`config.mk`:
```
export PLATFORM = sky130hd
export DESIGN_NAME = matrix_scan
export DESIGN_NICKNAME = d
export VERILOG_FILES = /design/src/rtl/matrix_pkg.sv /design/src/rtl/slot_counter.sv /design/src/rtl/matrix_scan.sv
export SDC_FILE = /design/constraint.sdc
export NUM_CORES = 1
export LEC_CHECK = 0
export ABC_CLOCK_PERIOD_IN_PS = 6100
export CORE_ASPECT_RATIO = 2
export CORE_MARGIN = 5
export CORE_UTILIZATION = 58
export DETAILED_ROUTE_END_ITERATION = 10
export DONT_BUFFER_PORTS = 1
export GPL_ROUTABILITY_DRIVEN = 0
export PLACE_DENSITY = 0.74
export SYNTH_ARGS = -nofsm -noshare
export SYNTH_HDL_FRONTEND = slang
export SYNTH_SLANG_ARGS = --single-unit
```
`constraint.sdc`:
```
create_clock -name clk -period 6.1 [get_ports clk]
set_clock_uncertainty 0.05 [all_clocks]
set_input_delay 1.22 -clock clk [delete_from_list [all_inputs] [get_ports clk]]
set_output_delay 1.22 -clock clk [all_outputs]
set_load 0.05 [all_outputs]
```
`src/rtl/matrix_pkg.sv`:
```
// Shared constants and types for the 8x8 LED matrix scan driver.
package matrix_pkg;

  localparam int MATRIX_ROWS   = 8;
  localparam int MATRIX_COLS   = 8;
  localparam int DEFAULT_DIV   = 6250;
  localparam int DEFAULT_BLANK = 16;

  typedef enum logic {
    BLANK = 1'b0,
    SHOW  = 1'b1
  } scan_phase_t;

endpackage

```
`src/rtl/slot_counter.sv`:
```
// Row-slot prescaler: counts clocks within a row slot and advances the row index on wrap.
module slot_counter #(
  parameter int DIV   = matrix_pkg::DEFAULT_DIV,
  parameter int BLANK = matrix_pkg::DEFAULT_BLANK,
  localparam int CW   = (DIV > 1) ? $clog2(DIV) : 1
) (
  input  logic          clk,
  input  logic          reset,
  output logic [CW-1:0] o_cnt,
  output logic [2:0]    o_row_idx,
  output logic          o_wrap,
  output logic          o_blank_end
);

  logic [CW-1:0] r_cnt;
  logic [2:0]    r_rowIdx;
  logic          w_wrap;
  logic          w_blankEnd;

  // Strobes flag the upcoming edge so the top can compute next state without a pipeline stage.
  assign w_wrap     = (r_cnt == CW'(DIV - 1));
  assign w_blankEnd = (r_cnt == CW'(BLANK - 1));

  always_ff @(posedge clk or posedge reset) begin
    if (reset) begin
      r_cnt    <= '0;
      r_rowIdx <= 3'd0;
    end else if (w_wrap) begin
      r_cnt    <= '0;
      r_rowIdx <= r_rowIdx + 3'd1;
    end else begin
      r_cnt <= r_cnt + 1'b1;
    end
  end

  assign o_cnt       = r_cnt;
  assign o_row_idx   = r_rowIdx;
  assign o_wrap      = w_wrap;
  assign o_blank_end = w_blankEnd;

endmodule

```
`src/rtl/matrix_scan.sv`:
```
// Row-multiplexed 8x8 LED matrix driver with per-frame shadow capture and
// a blanking gap at the start of every row slot.
module matrix_scan
  import matrix_pkg::*;
#(
  parameter int DIV            = DEFAULT_DIV,
  parameter int BLANK          = DEFAULT_BLANK,
  parameter bit ROW_ACTIVE_LOW = 1'b0,
  parameter bit COL_ACTIVE_LOW = 1'b1
) (
  input  logic       clk,
  input  logic       reset,
  input  logic [7:0] data0,
  input  logic [7:0] data1,
  input  logic [7:0] data2,
  input  logic [7:0] data3,
  input  logic [7:0] data4,
  input  logic [7:0] data5,
  input  logic [7:0] data6,
  input  logic [7:0] data7,
  output logic [7:0] row,
  output logic [7:0] col,
  output logic       frame_tick
);

  localparam int CW = (DIV > 1) ? $clog2(DIV) : 1;
  localparam logic [MATRIX_ROWS-1:0] ROW_POL = {MATRIX_ROWS{ROW_ACTIVE_LOW}};
  localparam logic [MATRIX_COLS-1:0] COL_POL = {MATRIX_COLS{COL_ACTIVE_LOW}};

  logic [CW-1:0]          w_cnt;
  logic [2:0]             w_rowIdx;
  logic                   w_wrap;
  logic                   w_blankEnd;
  logic [2:0]             w_rowNext;
  logic                   w_capture;
  logic [MATRIX_COLS-1:0] w_data       [MATRIX_ROWS];
  logic [MATRIX_COLS-1:0] w_shadowNext [MATRIX_ROWS];
  logic [MATRIX_ROWS-1:0] w_rowLogic;
  logic [MATRIX_COLS-1:0] w_colLogic;

  matrix_pkg::scan_phase_t r_phase;
  matrix_pkg::scan_phase_t w_phaseNext;
  logic [MATRIX_COLS-1:0]  r_shadow [MATRIX_ROWS];
  logic [MATRIX_ROWS-1:0]  r_row;
  logic [MATRIX_COLS-1:0]  r_col;
  logic                    r_frameTick;

  slot_counter #(
    .DIV   (DIV),
    .BLANK (BLANK)
  ) u_slot_counter (
    .clk         (clk),
    .reset       (reset),
    .o_cnt       (w_cnt),
    .o_row_idx   (w_rowIdx),
    .o_wrap      (w_wrap),
    .o_blank_end (w_blankEnd)
  );

  assign w_data[0] = data0;
  assign w_data[1] = data1;
  assign w_data[2] = data2;
  assign w_data[3] = data3;
  assign w_data[4] = data4;
  assign w_data[5] = data5;
  assign w_data[6] = data6;
  assign w_data[7] = data7;

  // Outputs are derived from next state so they line up with phase/row in the same cycle.
  always_comb begin
    w_phaseNext = r_phase;
    if (w_blankEnd) begin
      w_phaseNext = matrix_pkg::SHOW;
    end else if (w_wrap) begin
      w_phaseNext = matrix_pkg::BLANK;
    end
    w_rowNext = w_wrap ? (w_rowIdx + 3'd1) : w_rowIdx;
    w_capture = w_blankEnd && (w_rowIdx == 3'd0);
    for (int i = 0; i < MATRIX_ROWS; i++) begin
      w_shadowNext[i] = w_capture ? w_data[i] : r_shadow[i];
    end
    w_rowLogic = '0;
    w_colLogic = '0;
    if (w_phaseNext == matrix_pkg::SHOW) begin
      w_rowLogic = MATRIX_ROWS'(1) << w_rowNext;
      w_colLogic = w_shadowNext[w_rowNext];
    end
  end

  always_ff @(posedge clk or posedge reset) begin
    if (reset) begin
      r_phase     <= matrix_pkg::BLANK;
      r_row       <= ROW_POL;
      r_col       <= COL_POL;
      r_frameTick <= 1'b0;
      for (int i = 0; i < MATRIX_ROWS; i++) begin
        r_shadow[i] <= '0;
      end
    end else begin
      r_phase     <= w_phaseNext;
      r_row       <= w_rowLogic ^ ROW_POL;
      r_col       <= w_colLogic ^ COL_POL;
      r_frameTick <= w_capture;
      for (int i = 0; i < MATRIX_ROWS; i++) begin
        r_shadow[i] <= w_shadowNext[i];
      end
    end
  end

  assign row        = r_row;
  assign col        = r_col;
  assign frame_tick = r_frameTick;

endmodule

```
==> results.txt, run 1 <==
The flow ran to the end, and the final reports show no timing, DRC or antenna violations. For this configuration, the core starts out at a cell density of 59.8%. The via count of the first global-routing pass is 2983, and the hold-fix buffer count after cts is 0. The first global-routing pass estimated 15.7 mm of wire. The die covers 9430 um^2. Cells with a size suffix above 1 make up 15.2% of the layout. The number of antenna violations at the first check in global routing was 0. Sorting the synthesized cells by area gives the leading types as sky130_fd_sc_hd__dfrtp_1 (52%), sky130_fd_sc_hd__mux2i_1 (9.4%), sky130_fd_sc_hd__dfstp_2 (4.8%). The tools report the count of standard-cell rows as 44. No sink is reached through more buffers than the 2 on the longest clock path. The tools report the first-pass detailed-route iteration total as 4. The largest fanout on the critical path is 19, and the detailed-route wire length per cell is 20.3 um. The number of setup buffers added after CTS is 0. Counting the fill cells in the layout gives 591.

The tools report the half-perimeter wire length after placement as 6.84 mm. The share of the core filled with cells in the final layout was 64.9%; the hold violation count in the final report was 0. The final critical path takes up 55.8% of the cycle. Dividing total power by cell area gives a power density of 279 nW/um^2. The sequential share of the synthesized area is 56.7%, and the number of setup violations in the final report is 0. In this run the power spent charging and discharging nets is 0.284 mW. Worst-margin pin slew: 1.11 ns. The worst hold path cell count came out at 2. For this run, design rule violations remaining after detail routing come to 0.

In this run, the number of DRC markers left after iteration 0 of detailed routing was 224. Entering global routing, the biggest net connects 71 pins. The final global-route overflow total is 0, and the insertion delay of the later-clocked pin in the worst-skew pair is 0.34 ns.

For this run, the number of Yosys warnings is 0. TritonCTS built the clock tree. After the last flow step, the layout net total stands at 447. The area fraction of the dominant cell type after synthesis was 51.8%.

Summed over all layers, the routed wires come to 9.62 mm. Category of the most critical setup path: reg -> reg. The region available for standard cell placement spans 7270 um^2. Input and output buffers added on the ports amount to 0. Number of maximum-capacitance violations: 0. The setup slack of the most critical reg-to-reg path came out at 2.69 ns.

The internal power of the cells totals 1.03 mW. Of all cell types, the one taking the most synthesized area is sky130_fd_sc_hd__dfrtp_1. Capture instance of the worst register-to-register path: col[7]. Headroom to the max-slew limit came out at 25.9%. In the synthesized netlist the async set-or-reset flop fraction comes to 100%.

Number of enable flip-flop cells after synthesis: 0. The logs give 447 for the total nets after synthesis and 474 for the number of cells in the finished layout apart from fillers. The clock sink total was 98. The tightest min-delay check is of the reg -> reg type.

Time the worst path needs with I/O delays and setup: 3.41 ns. After clock tree synthesis, the repair step resized 0 gates. For the number of buffers created by CTS, the log shows 9.

For this run, the leading register cell type out of synthesis is sky130_fd_sc_hd__dfrtp_1. The worst setup path is captured at a flop. The synthesized instance count is 377. The repair_antennas step left the layout with diodes totalling 0. The CTS H-tree depth was 3; the final total negative setup slack was 0 ns.

For hold timing, the worst endpoint is r_shadow[22]. The category of the worst setup path launch point was a flop. Of the total power, registers draw 52.7%. Maximum ir drop on the vdd rail: 0.197 mV. The logs give 2731 for the routed via count and 4340 um^2 for the netlist area before placement. The I/O pin count is 83. Static timing analysis puts the maximum clock frequency at 294 MHz. The length in cells of the worst reg-to-reg path was 6. The critical path starts at u_slot_counter.o_cnt[4]. The floorplan step set the die width to 71.2 um.

Averaged over all synthesized cells, the footprint is 11.5 um^2. The netlist uses 42 different library cells. The area growth from synthesis to layout works out to 8.58%.

The worst register-to-register path begins at u_slot_counter.o_cnt[4]. Of the total power, the share spent switching nets is 21.6%. The tools report the count of final max-slew check failures as 0. At the worst endpoint, the required time is 6.28 ns.

Combinational logic burns 3.6% of the power. Synthesis inferred 98 register bits. Setup repair after global routing left no endpoint under its margin.

After detailed routing, the number of vias per cell comes to 5.76. Leaving out fill and tap cells, the most frequent cell in the layout is sky130_fd_sc_hd__dfrtp_1. For the residual antenna-violating net count after detailed routing, the log shows 0. Of the total power, the clock network draws 43.8%. The origin of the worst min-delay path was r_shadow[22]. The clock edge transition at the registers on the reported setup and hold paths was 0.06 ns; the standby leakage power was 2.09 nW.

The library cells used most frequently in the layout, excluding fill and tap cells, are sky130_fd_sc_hd__dfrtp_1 (90), sky130_fd_sc_hd__inv_1 (44), sky130_fd_sc_hd__mux2i_1 (41). After detailed placement, the design holds a cell count of 458. Data on the critical path arrives at its endpoint at 3.58 ns. In this run the vertical extent of the chip is 132 um.

For this run, the total global-route usage over all layers was measured as 22.0%. Root buffer cell: sky130_fd_sc_hd__clkbuf_16.
==> logic make-up (layout without fill, tap and decap cells) <==
logic type      count (synthesis)  count (layout)  share of synthesized area, %
compound gates                 43              43                          7.75
xor+xnor                       13              13                          2.62
fa+ha+maj                       4               4                          1.15
buf+inv                        61              66                          5.88
flops                          98              98                          56.7
mux                            59              59                          14.3
simple gates                   99              99                          11.6
==> Yosys cell counts (2+ instances only) <==
cell type	instances
sky130_fd_sc_hd__nand4b_1	2
sky130_fd_sc_hd__buf_2	6
sky130_fd_sc_hd__and3_1	12
sky130_fd_sc_hd__inv_1	45
sky130_fd_sc_hd__ha_1	4
sky130_fd_sc_hd__nor2_1	17
sky130_fd_sc_hd__clkbuf_1	6
sky130_fd_sc_hd__nor3_1	4
sky130_fd_sc_hd__nand3_1	8
sky130_fd_sc_hd__a32oi_1	6
sky130_fd_sc_hd__o21ba_2	6
sky130_fd_sc_hd__a2bb2oi_1	2
sky130_fd_sc_hd__a22oi_1	15
sky130_fd_sc_hd__mux2_2	16
sky130_fd_sc_hd__nand2b_1	7
sky130_fd_sc_hd__nand2_1	37
sky130_fd_sc_hd__mux2_4	2
sky130_fd_sc_hd__dfrtp_1	90
sky130_fd_sc_hd__xor2_1	7
sky130_fd_sc_hd__mux2i_1	41
sky130_fd_sc_hd__buf_6	2
sky130_fd_sc_hd__and2_1	3
sky130_fd_sc_hd__xnor2_1	6
sky130_fd_sc_hd__a31oi_1	8
sky130_fd_sc_hd__dfstp_2	8
==> power groups by stage <==
stage / Combinational (mW) / Clock (mW) / Sequential (mW)
2_1_floorplan: 0.0369 / 0 / 0.703
3_3_place_gp: 0.0454 / 0 / 0.704
3_5_place_dp: 0.0480 / 0 / 0.706
4_1_cts: 0.0481 / 0.581 / 0.694
5_1_grt: 0.0546 / 0.611 / 0.695
6_report: 0.0468 / 0.576 / 0.694
==> metrics by stage <==
stage	total power, mW	hold WS, ns	worst slack (ns)	instance area [um^2]
floorplan	0.740	0.383	2.28	4340
global placement	0.750	0.394	2.72	4410
detailed placement	0.754	0.402	2.71	4410
CTS	1.32	0.417	2.68	4720
global route	1.36	0.432	2.49	4720
finish	1.32	0.416	2.69	4720
==> sequential cells by signal, summed over array words and instances, names as in the netlist <==
name and cells:
r_phase 1, u_slot_counter.o_cnt 13, row 8, r_shadow 64, frame_tick 1, col 8
u_slot_counter.o_row_idx 3
==> layout make-up <==
type | instances | area [um^2] | area share, %
clock buffer | 12 | 256 | 5.44
timing repair buffer | 4 | 30.0 | 0.637
clock inverter | 4 | 50.0 | 1.06
sequential | 98 | 2460 | 52.2
multi-input combinational | 218 | 1630 | 34.5
tap | 92 | 115 | 2.44
inverter | 46 | 175 | 3.71
==> routing by layer <==
layer  share of wire (%)  GRT usage [%]
met3                 5.0           6.26
met1                  37           25.1
met4                 3.1           10.4
met5                   0              0
met2                  55           37.1
==> worst max-delay path: stages (launching register included) <==
cell,delay [ns]
sky130_fd_sc_hd__dfrtp_1,0.46
sky130_fd_sc_hd__or3_4,0.43
sky130_fd_sc_hd__nor4_4,0.94
sky130_fd_sc_hd__nor3_1,0.09
sky130_fd_sc_hd__a21oi_1,0.89
sky130_fd_sc_hd__a2bb2oi_1,0.29
sky130_fd_sc_hd__a41oi_1,0.14
==> how the worst max path moves through the flow <==
| stage | cells past startpoint | endpoint | slack (ns) |
|---|---|---|---|
| floorplan | 1 | frame_tick | 2.28 |
| global placement | 6 | col[7] | 2.72 |
| detailed placement | 6 | col[7] | 2.71 |
| CTS | 6 | col[7] | 2.68 |
| global route | 6 | col[7] | 2.49 |
| finish | 6 | col[7] | 2.69 |
(Power assumes the default switching activity.)
==> inputs of run 2 (changes only) <==
ABC_CLOCK_PERIOD_IN_PS = 3400   (was 6100)
clock period = 3.4 ns   (was 6.1 ns; I/O delays follow)
==> results.txt, run 2 (same netlist as run 1, synthesis figures left out) <==
The flow ran to the end, and the final reports show no timing, DRC or antenna violations. For the data arrival time of the worst path, the log shows 3.01 ns. The critical path is of the reg -> reg type. The number of maximum-capacitance violations was 0; the hold violation count in the final report was 0. The number of fill cells is 557, and the detailed-route wire length per cell is 20.0 um. During I/O placement, the number of pins put on the boundary was 83. The analysis attributes to net switching a power of 0.500 mW. The maximum ir drop on the vdd rail is 0.306 mV, and the total DRC errors in the routed layout is 0.

The die covers 9430 um^2. Cell area power density: 488 nW/um^2. The first global-routing pass estimated 15.6 mm of wire. During placement, the flow inserted port buffers numbering 0. For the via count of the first global-routing pass, the log shows 2913. For this design, the sink count on the clock tree is 98.

The number of flip-flops under the largest register name is 64. The floorplan step set the die width to 71.2 um. The number of placed instances, taps included, is 465.

The H-tree was split into 3 levels. The initial utilization of the core area, before any placement, comes to 59.8%. TritonCTS built the clock tree.

The worst-case headroom to the max-slew limit was 57.8%; the number of cells in the finished layout apart from fillers was 481. The core area was 7270 um^2; the insertion delay of the later-clocked pin in the worst-skew pair was 0.34 ns. The number of clock buffers added by TritonCTS is 9.

The clock network accounts for 43.0% of the total power. The count of nets left with antenna violations once routing finished came out at 0. In this run the static leakage power is 2.13 nW. Dividing the detail-routed via count by the number of cells gives 5.72. After clock tree synthesis, the flow added hold-fix buffers numbering 0.

The net count of the finished layout is 454. Entering global routing, the biggest net connects 83 pins. The count of final max-slew check failures is 0, and the net switching fraction of the power is 21.4%. In the layout the commonest cells are sky130_fd_sc_hd__dfrtp_1 (90), sky130_fd_sc_hd__inv_1 (44), sky130_fd_sc_hd__mux2i_1 (41). At the pin with the least slew margin, the transition time is 0.631 ns. The category of the worst setup path launch point is a flop. In this run, flip-flops and latches consume 53.3% of the power. The part of the total power dissipated in combinational logic came out at 3.7%. STA classifies the critical path endpoint as a flop. The repair_antennas step left the layout with diodes totalling 0. Routed via count: 2752. After clock tree synthesis, the clock-pin slew on the worst setup and hold paths is 0.07 ns.

The run gives 2 as the maximum count of clock buffers along a single path. Ranked by flip-flop count, first place goes to r_shadow. The routed design has 9.62 mm of wire.

The length in cells of the worst reg-to-reg path works out to 8. CTS placed an instance of sky130_fd_sc_hd__clkbuf_16 at the clock tree root. The final setup slack of the worst path was 0.594 ns. The run gives 1.84 mW as the cell internal power dissipation. The total overflow left after global routing is 0.

The routed design could run at a clock period as short as 2.81 ns. The overall fraction of global-route tracks in use is 21.7%, and the first-pass detailed-route iteration total is 4. After the first detailed-routing iteration, the DRC count stood at 268.

The tools report the number of buffers inserted by post-CTS setup repair as 0. Setup repair after global routing left no endpoint under its margin. The count of standard-cell rows came out at 44. In the final layout, the share of cells above drive strength 1 is 16.5%. The tools report the number of setup violations in the final report as 0. The min-delay analysis places its worst path in the category in -> async. At the worst endpoint, the required time is 3.61 ns. The part of the cycle the worst path needs works out to 82.5%. Leaving out fill and tap cells, the most frequent cell in the layout is sky130_fd_sc_hd__dfrtp_1. The run gives 6.83 mm as the half-perimeter wire length after placement. The worst slack after detailed placement was 0.631 ns. Gates resized during post-CTS repair numbered 0. The die height works out to 132 um. The largest fanout on the critical path was 39; the final total negative setup slack was 0 ns.

The area growth from synthesis to layout was 10.2%. The highest clock rate was 356 MHz; the number of antenna violations at the first check in global routing was 0.
## run 2: routing by layer
layer	global-route usage [%]	wire (um)	vias to the layer above
met5	0	0	-
met4	11.6	364	0
met3	5.88	482	27
met2	35.4	5050	83
met1	25.6	3720	1357
li1	-	-	1285
## run 2: cell type report
type	instances	area, um^2	area share (%)
Tap cell	92	115	2.41
Sequential cell	98	2460	51.5
Timing Repair Buffer	11	108	2.25
Clock buffer	12	246	5.15
Multi-Input combinational cell	218	1630	34.0
Inverter	46	175	3.66
Clock inverter	4	51.3	1.07
## run 2: path summary, 6_finish.rpt
path	from	to	slack, ns
worst max-delay path	u_slot_counter.o_row_idx[0]	col[2]	0.59
worst min-delay path	reset	r_shadow[25]	0.09
worst max register to register	u_slot_counter.o_row_idx[0]	col[2]	0.59
worst min register to register	r_shadow[47]	r_shadow[47]	0.42
max in group asynchronous	reset	col[5]	2.47
min in group clk	r_shadow[47]	r_shadow[47]	0.42
## run 2: power groups by stage
stage               clock network (mW)  registers (mW)  logic (mW)
floorplan                            0            1.26      0.0663
global placement                     0            1.26      0.0837
detailed placement                   0            1.27      0.0879
CTS                               1.02            1.24      0.0890
global route                      1.07            1.25       0.101
finish                            1.00            1.24      0.0873
## run 2: worst max-delay path: stages (launching register included)
cell	delay, ns
sky130_fd_sc_hd__dfrtp_1	0.45
sky130_fd_sc_hd__inv_1	0.20
sky130_fd_sc_hd__ha_1	0.20
sky130_fd_sc_hd__nor4b_1	0.20
sky130_fd_sc_hd__and4_2	0.51
sky130_fd_sc_hd__buf_12	0.30
sky130_fd_sc_hd__mux2_2	0.39
sky130_fd_sc_hd__o21ba_2	0.20
sky130_fd_sc_hd__a31oi_1	0.20
## run 2: per-stage QoR
step	hold slack [ns]	power, mW	cell area (um^2)	util (%)
final	0.0907	2.34	4790	65.9
after global routing	0.0983	2.42	4790	65.9
after CTS	0.0879	2.36	4790	65.9
after detailed placement	0.401	1.35	4490	61.8
after global placement	0.393	1.35	4490	61.8
after floorplan	0.383	1.33	4340	-
==> inputs of run 3 (changes only) <==
ABC_CLOCK_PERIOD_IN_PS = 2700   (was 3400)
clock period = 2.7 ns   (was 3.4 ns; I/O delays follow)
==> results.txt, run 3 (same netlist as run 1, synthesis figures left out) <==
STA classifies the critical path startpoint as a flop. In the global route stage, overall resource usage came out at 22.1%. The run gives 0 as the number of setup violations in the final report. The register name with the most flops is r_shadow.

The insertion delay of the later-clocked pin in the worst-skew pair was 0.34 ns; the global-route wire length before repair was 15.8 mm. The routed design could run at a clock period as short as 2.51 ns. The hold violation count in the final report was 0; the area growth from synthesis to layout was 11.7%. In this run the deepest clock path goes through 2 buffers. The logs give 9430 um^2 for the overall die area and 0 for the final global-route overflow total. Wire length after detailed routing: 9.83 mm. The H-tree generated during clock tree synthesis spans 3 levels. The run finished with clean final reports. Before CTS, the worst setup slack after placement is 0.118 ns. The number of antenna violations at the first check in global routing is 0. TritonCTS built the clock tree. The chip width came out at 71.2 um.

The share of cells above drive strength 1 was 18.7%; the data arrival time of the worst path was 2.73 ns. The detailed-route wire length per cell is 20.2 um. The final instance area is 4850 um^2, and the hold-fix buffer count after cts is 0. In this run the power density over the cells is 611 nW/um^2. For this run, the detailed router's first-pass iteration total came to 4. For this block, the initial DRC count from the detailed router was 197. Critical path data required time: 2.92 ns. The top cell types in the final layout, fill and taps aside, are sky130_fd_sc_hd__dfrtp_1 (90), sky130_fd_sc_hd__inv_1 (43), sky130_fd_sc_hd__mux2i_1 (39). The run gives 7270 um^2 as the core area. The tightest hold path in the finished design has a slack of 0.0283 ns. Across the run, the number of max-cap violations was 0. The tools report the via count of the first global-routing pass as 3110.

After floorplanning, the core was divided into 44 placement rows. The run gives 0 as the total DRC errors in the routed layout. The worst-margin pin slew was 0.717 ns; the residual antenna-violating net count after detailed routing was 0.

Setup repair after global routing left no endpoint under its margin. The worst setup path is captured at a flop. The tools report the routed via count as 2805. In the final timing run, aggregate negative setup slack is 0 ns.

The number of buffers created by CTS was 9; the count of final max-slew check failures was 0. Leaving out fill and tap cells, the most frequent cell in the layout is sky130_fd_sc_hd__dfrtp_1. The completed layout was analyzed and its total power is 2.97 mW.

The number of vias per cell was 5.76. The clock sink total was 98; the clock edge transition at the registers on the reported setup and hold paths was 0.06 ns. In this run the worst path has a maximum fanout of 13. The part of the cycle the worst path needs came out at 92.9%. The path class of the lowest-slack min-delay path is in -> async. For the I/O pin count, the log shows 83. The total number of nets in the final design was 460; the maximum number of pins on one net before global-route repair was 54. Based on the critical path, the design can be clocked at up to 399 MHz. Measured against its own limit, the worst slew margin works out to 52.0%. The run gives 59.8% as the effective utilization at floorplan.

The die is 132 um tall. The run gives 4530 um^2 as the placed instance area. Across the VDD grid, the largest voltage drop is 0.409 mV. The number of flip-flops under the largest register name was 64. The category of the most critical setup path is reg -> reg. Buffers placed on the I/O ports in this run total 0.

In this run the clock root is driven by a sky130_fd_sc_hd__clkbuf_16. The standby leakage power came out at 2.17 nW. The HPWL after detailed placement is 7.33 mm. The tools report the number of diodes added for antenna fixing as 0. Final setup slack of the worst path: 0.192 ns.
## run 3: critical path, cell delays in order (launching register included)
cell                      delay [ns]
sky130_fd_sc_hd__dfrtp_1        0.45
sky130_fd_sc_hd__or2_2          0.36
sky130_fd_sc_hd__nor4_4         0.29
sky130_fd_sc_hd__buf_4          0.24
sky130_fd_sc_hd__mux2i_1        0.30
sky130_fd_sc_hd__buf_4          0.28
sky130_fd_sc_hd__a22oi_1        0.12
sky130_fd_sc_hd__and3_1         0.19
sky130_fd_sc_hd__a31oi_1        0.14
## run 3: what timing repair did
item | CTS | global route
gates resized for setup | 0 | 4
endpoints found under the setup margin | 0 | 5
setup buffers | 0 | 0
## run 3: power by group
| part | switching [mW] | internal (mW) |
|---|---|---|
| registers | 0.0402 | 1.53 |
| clock network | 0.522 | 0.767 |
| logic | 0.0686 | 0.0407 |
| total | 0.631 | 2.34 |
## run 3: layout make-up
| class | instances | area, um^2 |
|---|---|---|
| clock buffer | 12 | 256 |
| timing repair buffer | 17 | 156 |
| clock inverter | 4 | 50.0 |
| inverter | 46 | 176 |
| sequential | 98 | 2460 |
| tap | 92 | 115 |
| multi-input combinational | 218 | 1640 |
| fill | 559 | 2410 |
## run 3: final timing paths
kind	startpoint	end	slack, ns	cells past startpoint
worst max-delay path	u_slot_counter.o_cnt[8]	col[1]	0.19	8
worst min-delay path	reset	r_shadow[2]	0.03	1
worst max register to register	u_slot_counter.o_cnt[8]	col[1]	0.19	8
worst min register to register	r_shadow[22]	r_shadow[22]	0.41	2
max in group asynchronous	reset	col[5]	1.84	2
min in group clk	data5[6]	r_shadow[22]	0.28	2
## run 3: metal layers
layer	track usage (%)	vias to the layer above	part of all wire, %	wire length [um]
met5	0	-	0	0
met3	6.56	21	5.2	511
met4	8.58	0	2.5	246
met2	39.4	76	56	5510
met1	23.9	1408	36	3560
li1	-	1300	-	-
## run 3: stage by stage
stage | std cells | utilization (%)
floorplan | 377 | -
global placement | 471 | 62.4
detailed placement | 471 | 62.4
CTS | 487 | 66.6
global route | 487 | 66.8
finish | 487 | 66.8
